**config.mk**
```make
export PLATFORM = sky130hd
export DESIGN_NAME = dm_arbiter
export DESIGN_NICKNAME = d
export VERILOG_FILES = /design/src/rtl/dm_arb_pkg.sv /design/src/rtl/dm_arbiter_rr_pick2.sv /design/src/rtl/dm_arbiter.sv
export SDC_FILE = /design/constraint.sdc
export NUM_CORES = 1
export LEC_CHECK = 0
export ABC_AREA = 0
export CAP_MARGIN = 20
export CORE_MARGIN = 2
export CORE_UTILIZATION = 40
export DETAILED_ROUTE_END_ITERATION = 10
export HOLD_SLACK_MARGIN = 0.08
export PLACE_DENSITY = 0.87
export SYNTH_ARGS = -nofsm -noshare
export SYNTH_HDL_FRONTEND = slang
export SYNTH_HIERARCHICAL = 1
export SYNTH_SLANG_ARGS = --single-unit
```
**constraint.sdc**
```tcl
create_clock -name clk_i -period 2.31 [get_ports clk_i]
set_input_delay 0.462 -clock clk_i [delete_from_list [all_inputs] [get_ports clk_i]]
set_output_delay 0.462 -clock clk_i [all_outputs]
set_load 0.1 [all_outputs]
```
**src/rtl/dm_arb_pkg.sv**
```systemverilog
// Shared types and constants for the data-memory arbiter.
package dm_arb_pkg;

   // Access sequencing: every granted access takes exactly three cycles.
   typedef enum logic [1:0] {
      IDLE  = 2'd0,
      ISSUE = 2'd1,
      RESP  = 2'd2
   } state_t;

   // Requester identifiers; also used as bit positions in request vectors.
   localparam logic PORT_A = 1'b0;
   localparam logic PORT_B = 1'b1;

endpackage

```
**src/rtl/dm_arbiter_rr_pick2.sv**
```systemverilog
// Two-way round-robin picker: on a tie the port that did not win last time
// is chosen. Port A can be masked out, which is how the port B lock works.
module rr_pick2
   import dm_arb_pkg::*;
(
   input  logic [1:0] req,
   input  logic       last,
   input  logic       mask_a,
   output logic       gnt_valid,
   output logic       gnt_id
);

   logic [1:0] elig;

   // Winner selection from the eligible requests and the previous owner.
   always_comb begin
      // NOTE: every output gets a default first so no path leaves one unassigned (no latch).
      elig      = {req[PORT_B], req[PORT_A] & ~mask_a};
      gnt_valid = |elig;
      gnt_id    = PORT_A;
      if (elig == 2'b11) begin
         gnt_id = ~last;
      end else if (elig[PORT_B]) begin
         gnt_id = PORT_B;
      end
   end

endmodule

```
**src/rtl/dm_arbiter.sv**
```systemverilog
// Shares a single-port data memory between the CPU path (port A) and a
// debug/loader port (port B). Each access runs IDLE -> ISSUE -> RESP, with
// round-robin arbitration, an exclusive lock for port B and saturating
// per-port completion counters.
module dm_arbiter
   import dm_arb_pkg::*;
#(
   parameter int DATA_W = 16,
   parameter int ADDR_W = 5,
   parameter int CNT_W  = 16
) (
   input  logic              clk_i,
   input  logic              rst_i,
   input  logic              a_req_i,
   input  logic              a_we_i,
   input  logic [ADDR_W-1:0] a_addr_i,
   input  logic [DATA_W-1:0] a_wdata_i,
   output logic              a_ack_o,
   output logic [DATA_W-1:0] a_rdata_o,
   input  logic              b_req_i,
   input  logic              b_we_i,
   input  logic [ADDR_W-1:0] b_addr_i,
   input  logic [DATA_W-1:0] b_wdata_i,
   output logic              b_ack_o,
   output logic [DATA_W-1:0] b_rdata_o,
   input  logic              b_lock_i,
   output logic              mem_en_o,
   output logic              mem_we_o,
   output logic [ADDR_W-1:0] mem_addr_o,
   output logic [DATA_W-1:0] mem_wdata_o,
   input  logic [DATA_W-1:0] mem_rdata_i,
   output logic              busy_o,
   output logic              owner_b_o,
   output logic [CNT_W-1:0]  a_cnt_o,
   output logic [CNT_W-1:0]  b_cnt_o
);

   state_t              state_q;
   state_t              state_d;
   logic                grant;
   logic                gnt_valid;
   logic                gnt_id;
   logic                owner_q;   // doubles as last_grant for round-robin
   logic                lock_q;
   logic                we_q;
   logic [ADDR_W-1:0]   addr_q;
   logic [DATA_W-1:0]   wdata_q;
   logic [CNT_W-1:0]    a_cnt_q;
   logic [CNT_W-1:0]    b_cnt_q;
   logic                resp_live;

   // While locked, port A is masked so only port B can win.
   rr_pick2 u_pick (
      .req       ({b_req_i, a_req_i}),
      .last      (owner_q),
      .mask_a    (lock_q),
      .gnt_valid (gnt_valid),
      .gnt_id    (gnt_id)
   );

   // Next-state logic; a grant is only taken from IDLE.
   always_comb begin
      state_d = state_q;
      grant   = 1'b0;
      case (state_q)
         IDLE: begin
            if (gnt_valid) begin
               grant   = 1'b1;
               state_d = ISSUE;
            end
         end
         ISSUE:   state_d = RESP;
         RESP:    state_d = IDLE;
         default: state_d = IDLE;
      endcase
   end

   // State register.
   always_ff @(posedge clk_i) begin
      // NOTE: sequential state uses non-blocking assignment so all registers update together.
      if (rst_i) begin
         state_q <= IDLE;
      end else begin
         state_q <= state_d;
      end
   end

   // Capture the winner's request fields; they are frozen until the next grant.
   always_ff @(posedge clk_i) begin
      if (rst_i) begin
         owner_q <= PORT_B;
         we_q    <= 1'b0;
         addr_q  <= '0;
         wdata_q <= '0;
      end else if (grant) begin
         owner_q <= gnt_id;
         if (gnt_id == PORT_B) begin
            we_q    <= b_we_i;
            addr_q  <= b_addr_i;
            wdata_q <= b_wdata_i;
         end else begin
            we_q    <= a_we_i;
            addr_q  <= a_addr_i;
            wdata_q <= a_wdata_i;
         end
      end
   end

   // Lock: armed by a locked port B grant, released by any IDLE cycle without b_lock_i.
   always_ff @(posedge clk_i) begin
      if (rst_i) begin
         lock_q <= 1'b0;
      end else if (state_q == IDLE) begin
         if (grant && (gnt_id == PORT_B) && b_lock_i) begin
            lock_q <= 1'b1;
         end else if (!b_lock_i) begin
            lock_q <= 1'b0;
         end
      end
   end

   // Saturating completion counters, bumped in the owner's RESP cycle.
   always_ff @(posedge clk_i) begin
      if (rst_i) begin
         a_cnt_q <= '0;
         b_cnt_q <= '0;
      end else if (state_q == RESP) begin
         if (owner_q == PORT_A) begin
            if (a_cnt_q != '1) a_cnt_q <= a_cnt_q + CNT_W'(1);
         end else begin
            if (b_cnt_q != '1) b_cnt_q <= b_cnt_q + CNT_W'(1);
         end
      end
   end

   // Reset in ISSUE or RESP aborts the access: the memory strobe and the ack
   // are suppressed in that same cycle so nothing is committed or reported.
   assign resp_live   = (state_q == RESP) && !rst_i;
   assign a_ack_o     = resp_live && (owner_q == PORT_A);
   assign b_ack_o     = resp_live && (owner_q == PORT_B);
   assign a_rdata_o   = (a_ack_o && !we_q) ? mem_rdata_i : '0;
   assign b_rdata_o   = (b_ack_o && !we_q) ? mem_rdata_i : '0;

   assign mem_en_o    = (state_q == ISSUE) && !rst_i;
   assign mem_we_o    = we_q;
   assign mem_addr_o  = addr_q;
   assign mem_wdata_o = wdata_q;

   assign busy_o      = (state_q != IDLE);
   assign owner_b_o   = owner_q;
   assign a_cnt_o     = a_cnt_q;
   assign b_cnt_o     = b_cnt_q;

endmodule

```
==> key figures, run 1 <==
Synthesis
  • Primary FF master, synth: dfxtp_1
  • Syn Std Cell Area: 3100 µm²
  • Async set-reset flop share out of synthesis: 0%
  • Synth top area share: 37.4%
  • Avg Synthesized Cell Area: 8.57 µm²
  • Ranking of synthesized cells by area: dfxtp_1, mux2i_1, and2_1
  • Synth unique cells: 48
  • Net Count, Synth: 429
  • Sequential area share after synthesis: 37.4%
  • Yosys top cell by area: dfxtp_1
  • Post-Syn Instances: 362
  • Seq cells post-synth: 58
  • Synth warn: 6
  • Post-synth EDFFs: 0

Clock tree
  • CTS max path bufs: 2
  • TritonCTS clock tree: built
  • Clock-pin slew on the worst setup and hold paths: 0.07 ns
  • Clock root buffer master: clkbuf_8
  • Clock sink count: 58
  • CTS Buf Count: 9
  • Hold_buf cts: 0
  • H-tree levels: 3
  • Clk Latency, worst-skew pair: 0.33 ns

Global routing
  • Busiest grt layer: met2
  • Vias in the first global route: 3307
  • Gr usage total: 22.3%
  • Total gr overflow: 0
  • GR Util met1: 25.5%
  • Initial antenna violation count: 0
  • Routing usage on met2: 40.3%
  • Met3 GRT Util: 6.24%
  • First-pass GRT wire length: 15300 µm
  • Largest net degree at the start of global routing: 34

Finish
  • Commonest non-fill, non-tap cell in the layout: buf_4
  • Fillcell total: 601
  • ANT cells: 0
  • Ratio of cells with drive above 1 in the final layout: 39.0%
  • Area Growth Syn to Fin: 74.7%
  • Final net count: 593
  • Commonest non-fill, non-tap cells in the layout: buf_4, clkdlybuf4s50_1, nor2_1
  • Final instance area: 5420 µm²
  • Final core utilization: 71.3%

Critical path
  • Reg2reg path depth: 5
  • Crit-path cells: or3b_4 > nor3_4 > buf_6 > and2_4 > buf_12
  • Crit path max-delay cell type: or3b_4
  • Worst flop-to-flop path endpoint: b_cnt_o[11]
  • CP startpoint kind: flip-flop
  • Reg2reg start: state_q[0]
  • Crit path max fanout: 8
  • R2R setup slack: 0.22 ns
  • Buf+Inv Stages, Crit Path: 2
  • CP arrival: 1.80 ns
  • CP peak stage delay: 0.41 ns
  • Setup CP Type: reg2out
  • Crit path max-delay family: simple AND/OR/NAND/NOR gates
  • Crit path required time: 1.85 ns
  • CP endpoint kind: primary output

Detailed routing
  • DRC errors left: 0
  • Vias/cell: 5.29
  • Routed WL: 9540 µm
  • DR vias: 3349
  • Routed Antenna Nets: 0
  • Drt initial violations: 164
  • Post-DR wirelength/cell: 15.1 µm
  • Drt first pass iters: 4

Placed design
  • Placement Cell Area: 5150 µm²
  • Place WS: 0.239 ns
  • Post-DP HPWL: 7150 µm
  • Port Buffers: 155
  • RD Place Congestion: 0.889

Timing
  • Slew Viols, Final: 0
  • Final Skew: 0.00890 ns
  • Fin crit share: 98.0%
  • Unrepaired setup endpoints after global routing: yes
  • Final Hold Fails: 0
  • Slew HR: 58.8%
  • Worst-margin pin slew: 0.612 ns
  • Fmax achieved: 442 MHz
  • Period minus WS final: 2.26 ns
  • Worst hold slack: 0.480 ns
  • Final setup fails: 0
  • Fin worst setup slack: 0.0468 ns

Hold path
  • Hold Crit Class: reg2reg
  • Hold path depth: 1
  • HP Start: b_cnt_o[6]
  • Worst Hold End: b_cnt_o[6]

Status
  • Status: finished, final reports clean

Floorplanning
  • Starting Density: 40.8%
  • Row Count: 32
  • Die H: 92.1 µm
  • DIE WIDTH: 92.1 µm
  • Die area: 8480 µm²
  • I/O pin count: 156
  • Placeable core area: 7610 µm²

Pwr
  • Pwr Total: 0.00299 W
  • Power per cell area: 551 nW/µm²
  • VDD IR-drop max: 0.000456 V
  • Leakage power: 2.18 nW

Flow run
  • Max Cap Violations: 0
-- synth_stat cells, types with 4 or more instances --
| cell type | number |
|---|---|
| nor2b_1 | 10 |
| nand2_1 | 18 |
| nor2_1 | 43 |
| mux2_2 | 8 |
| o31ai_1 | 8 |
| nand3_1 | 8 |
| and2_1 | 34 |
| clkbuf_1 | 13 |
| nand4_1 | 9 |
| mux2i_1 | 25 |
| o21ai_0 | 6 |
| nor4_1 | 4 |
| a21oi_1 | 19 |
| a211oi_1 | 25 |
| dfxtp_1 | 58 |
| inv_1 | 8 |
| or4_1 | 9 |
| nor3_1 | 8 |
| and4_1 | 4 |
| or3_1 | 5 |
| buf_1 | 4 |
-- final cells by class --
class / count / area (µm²) / share of cell area (%)
repair buffers: 174 / 1930 / 35.6
flip-flops and latches: 58 / 1200 / 22.1
clock inverters: 6 / 65.1 / 1.20
multi-input cells: 275 / 1930 / 35.6
inverters: 8 / 30.0 / 0.554
well taps: 102 / 128 / 2.35
clock buffers: 10 / 138 / 2.54
-- how the worst max path moves through the flow --
stage	cells after the start	start	slack, ns	endpoint
6_report	5	state_q[0]	0.05	a_rdata_o[8]
5_1_grt	5	state_q[0]	-0.01	a_rdata_o[8]
4_1_cts	5	state_q[0]	-0.008	a_rdata_o[8]
3_5_place_dp	5	owner_b_o	0.24	a_rdata_o[4]
3_3_place_gp	5	owner_b_o	0.28	a_rdata_o[0]
2_1_floorplan	3	rst_i	-0.23	mem_en_o
-- registers in the layout, indices dropped and copies added (netlist names) --
| signal | flops |
|---|---|
| mem_we_o | 1 |
| b_cnt_o | 16 |
| mem_addr_o | 5 |
| lock_q | 1 |
| mem_wdata_o | 16 |
| state_q | 2 |
| owner_b_o | 1 |
| a_cnt_o | 16 |
-- power by group --
group	switching [W]	total (W)	leakage, nW	internal [W]
Sequential	0.0000364	0.00109	0.486	0.00106
Clock	0.000410	0.000937	0.0988	0.000527
Combinational	0.000653	0.000957	1.60	0.000304
Total	0.00110	0.00299	2.18	0.00189
-- cells by family after synthesis --
logic type | Yosys count | share of synthesized area (%)
and+or+nand+nor | 171 | 31.5
adders and majority gates | 2 | 0.806
DFF | 58 | 37.4
AOI/OAI and AO/OA | 67 | 14.7
buffers and inverters | 29 | 3.87
muxes | 35 | 11.7
-- layer usage --
metal	routed length (µm)	share of wire [%]	up-vias
li1	-	-	1656
met3	606	6.4	10
met2	4950	52	133
met4	108	1.1	0
met5	0	0	-
met1	3870	41	1550
-- what timing repair did --
item,in CTS,in global routing
buffers inserted,3,0
gates resized for setup,13,5
pin swaps,5,4
cloned,1,1
endpoints found under the setup margin,16,23
-- stage by stage --
stage / instances / TNS (ns)
3_5_place_dp: 612 / 0
2_1_floorplan: 362 / -0.334
5_1_grt: 633 / -0.0442
6_report: 633 / 0
4_1_cts: 632 / -0.00974
3_3_place_gp: 612 / 0
Power figures use the tool's default switching activity.
==> run 2, diff against run 1 <==
--- a/config.mk
+++ b/config.mk
@@ -10,8 +10,10 @@
 export CORE_MARGIN = 2
 export CORE_UTILIZATION = 40
 export DETAILED_ROUTE_END_ITERATION = 10
+export DONT_BUFFER_PORTS = 1
+export GPL_ROUTABILITY_DRIVEN = 0
 export HOLD_SLACK_MARGIN = 0.08
-export PLACE_DENSITY = 0.87
+export PLACE_DENSITY = 0.61
 export SYNTH_ARGS = -nofsm -noshare
 export SYNTH_HDL_FRONTEND = slang
 export SYNTH_HIERARCHICAL = 1
==> key figures, run 2 (synthesis gave the netlist of run 1 again) <==
Finish
  • ANT cells: 0 (unchanged)
  • Fin cells: 554 (-12%)
  • Commonest non-fill, non-tap cell in the layout: buf_4
  • Fillcell total: 688 (+14%)
  • Final net count: 514 (-13%)
  • Sequential cell area: 1200 µm² (+0.31%)
  • Area Growth Syn to Fin: 45.8%
  • Commonest non-fill, non-tap cells in the layout: buf_4, nor2_1, dfxtp_1
  • Ratio of cells with drive above 1 in the final layout: 42.5% (+3.5 points)
  • Area occupied by multi-input gates: 1930 µm² (-0.13%)

Hold path
  • Hold Crit Class: in2reg

Timing
  • Fin worst setup slack: 0.0611 ns (+0.0143 ns)
  • Worst hold slack: 0.189 ns (-0.291 ns)
  • Worst-margin pin slew: 0.667 ns (+0.0545 ns)
  • Period minus WS final: 2.25 ns (-0.0143 ns)
  • Fin crit share: 97.4% (-0.62 points)
  • Final Hold Fails: 0 (unchanged)
  • Slew HR: 55.3% (-3.5 points)
  • Fmax achieved: 445 MHz (+0.63%)
  • Slew Viols, Final: 0 (unchanged)
  • Final setup fails: 0 (unchanged)
  • Unrepaired setup endpoints after global routing: yes
  • Final Skew: 0.00844 ns (-0.000458 ns)

Clock tree
  • Clock-pin slew on the worst setup and hold paths: 0.07 ns (about the same)
  • H-tree levels: 3 (unchanged)
  • CTS max path bufs: 2 (unchanged)
  • Clock root buffer master: clkbuf_8
  • Clock sink count: 58 (unchanged)
  • TritonCTS clock tree: built
  • Clk Latency, worst-skew pair: 0.34 ns (about the same)
  • CTS Buf Count: 9 (unchanged)

Pwr
  • Switch Pwr: 0.00105 W (-4.5%)
  • P_int: 0.00181 W (-4.4%)
  • Pwr Total: 0.00285 W (-4.4%)
  • Power share of the combinational group: 28.3% (-3.7 points)
  • Sequential Power Share: 37.9% (+1.3 points)
  • Power per cell area: 631 nW/µm² (+14%)
  • Clk pwr share: 33.8% (+2.4 points)
  • Sw Share: 36.8% (about the same)
  • Leakage power: 1.83 nW (-16%)
  • VDD IR-drop max: 0.000517 V (+13%)

Critical path
  • Crit path capture: a_rdata_o[1]
  • CP endpoint kind: primary output
  • Setup CP Type: reg2out
  • R2R setup slack: 0.27 ns (+0.05 ns)
  • Crit path required time: 1.85 ns (about the same)
  • Beginning of the critical path: state_q[0]
  • CP startpoint kind: flip-flop
  • Crit path max fanout: 8 (unchanged)
  • Worst flop-to-flop path endpoint: b_cnt_o[11]
  • Reg2reg path depth: 5 (unchanged)
  • CP arrival: 1.79 ns (about the same)
  • Reg2reg start: state_q[0]

Placed design
  • Place WS: 0.164 ns (-0.0748 ns)
  • Port Buffers: 0 (-100%)
  • Dpl cells: 533 (-13%)
  • Post-DP HPWL: 6260 µm (-12%)

Detailed routing
  • Routed WL: 8360 µm (-12%)
  • Vias/cell: 5.44 (+2.8%)
  • Post-DR wirelength/cell: 15.1 µm (+0.16%)
  • DR vias: 3013 (-10%)
  • DRC errors left: 0 (unchanged)
  • Drt first pass iters: 4 (unchanged)
  • Drt initial violations: 130 (-21%)
  • Routed Antenna Nets: 0 (unchanged)

Global routing
  • Total gr overflow: 0 (unchanged)
  • Largest net degree at the start of global routing: 69 (+100%)
  • Vias in the first global route: 2781 (-16%)
  • Gr usage total: 19.5% (-2.8 points)
  • First-pass GRT wire length: 13300 µm (-13%)
  • Initial antenna violation count: 0 (unchanged)

Floorplanning
  • Die area: 8480 µm² (unchanged)
  • I/O pin count: 156 (unchanged)
  • Die H: 92.1 µm (unchanged)
  • Row Count: 32 (unchanged)
  • Starting Density: 40.8% (unchanged)
  • DIE WIDTH: 92.1 µm (unchanged)
  • Placeable core area: 7610 µm² (unchanged)

Status
  • Status: finished, final reports clean

Flow run
  • Max Cap Violations: 0 (unchanged)
==> run 2: changes by cell type in the layout (fill, tap and decap cells not counted), sizes merged <==
| cell | change |
|---|---|
| clkinvlp | -1 |
| clkinv | +1 |
| buf | -17 |
| clkbuf | +2 |
| inv | -1 |
| clkdlybuf4s50 | -63 |
==> run 2: worst min-delay path by stage <==
| stage | from | endpoint | slack, ns | cells past startpoint |
|---|---|---|---|---|
| 4_1_cts | rst_i | a_cnt_o[5] | 0.17 | 1 |
| 6_report | rst_i | b_cnt_o[14] | 0.19 | 1 |
| 2_1_floorplan | lock_q | lock_q | 0.49 | 2 |
| 5_1_grt | rst_i | a_cnt_o[5] | 0.17 | 1 |
| 3_3_place_gp | b_cnt_o[1] | b_cnt_o[1] | 0.47 | 2 |
| 3_5_place_dp | b_cnt_o[1] | b_cnt_o[1] | 0.48 | 2 |
==> run 2: routing by layer <==
layer  wire [µm]  GRT usage (%)
met5           0              0
met1        3510           23.5
met3         680           6.33
met2        4030           32.4
met4         140           7.46
==> run 2: critical path, cell delays in order, from the launching register on <==
cell and delay [ns]:
dfxtp_4 0.36, or3b_4 0.41, nor3_4 0.19, buf_6 0.16, and2_2 0.17, buf_12 0.17
==> run 2: per-stage QoR <==
stage	instance area [µm²]	util, %	setup TNS (ns)
after CTS	4510	59.3	-0.00856
after global placement	4250	55.9	0
after floorplan	3210	-	-0.334
after detailed placement	4250	55.9	0
after global routing	4520	59.5	-0.00919
final	4520	59.5	0
==> run 2: timing repair <==
item,4_1_cts,5_1_grt
buffers inserted,3,0
gates resized for setup,9,7
endpoints found under the setup margin,16,32
cloned,1,1
pin swaps,9,2
hold buffers,0,0
==> run 2: power groups by stage <==
stage               registers [W]  clock network, W  logic (W)
finish                    0.00108          0.000964   0.000809
global route              0.00109           0.00104   0.000849
global placement          0.00110                 0   0.000798
CTS                       0.00108          0.000990   0.000814
floorplan                 0.00149                 0   0.000264
detailed placement        0.00111                 0   0.000806
==> run 2: layout make-up <==
cell class              count  share of cell area [%]
clock inverters             5                    1.16
well taps                 102                    2.82
flip-flops and latches     58                    26.5
multi-input cells         275                    42.6
repair buffers             95                    22.8
clock buffers              11                    3.35
inverters                   8                   0.664
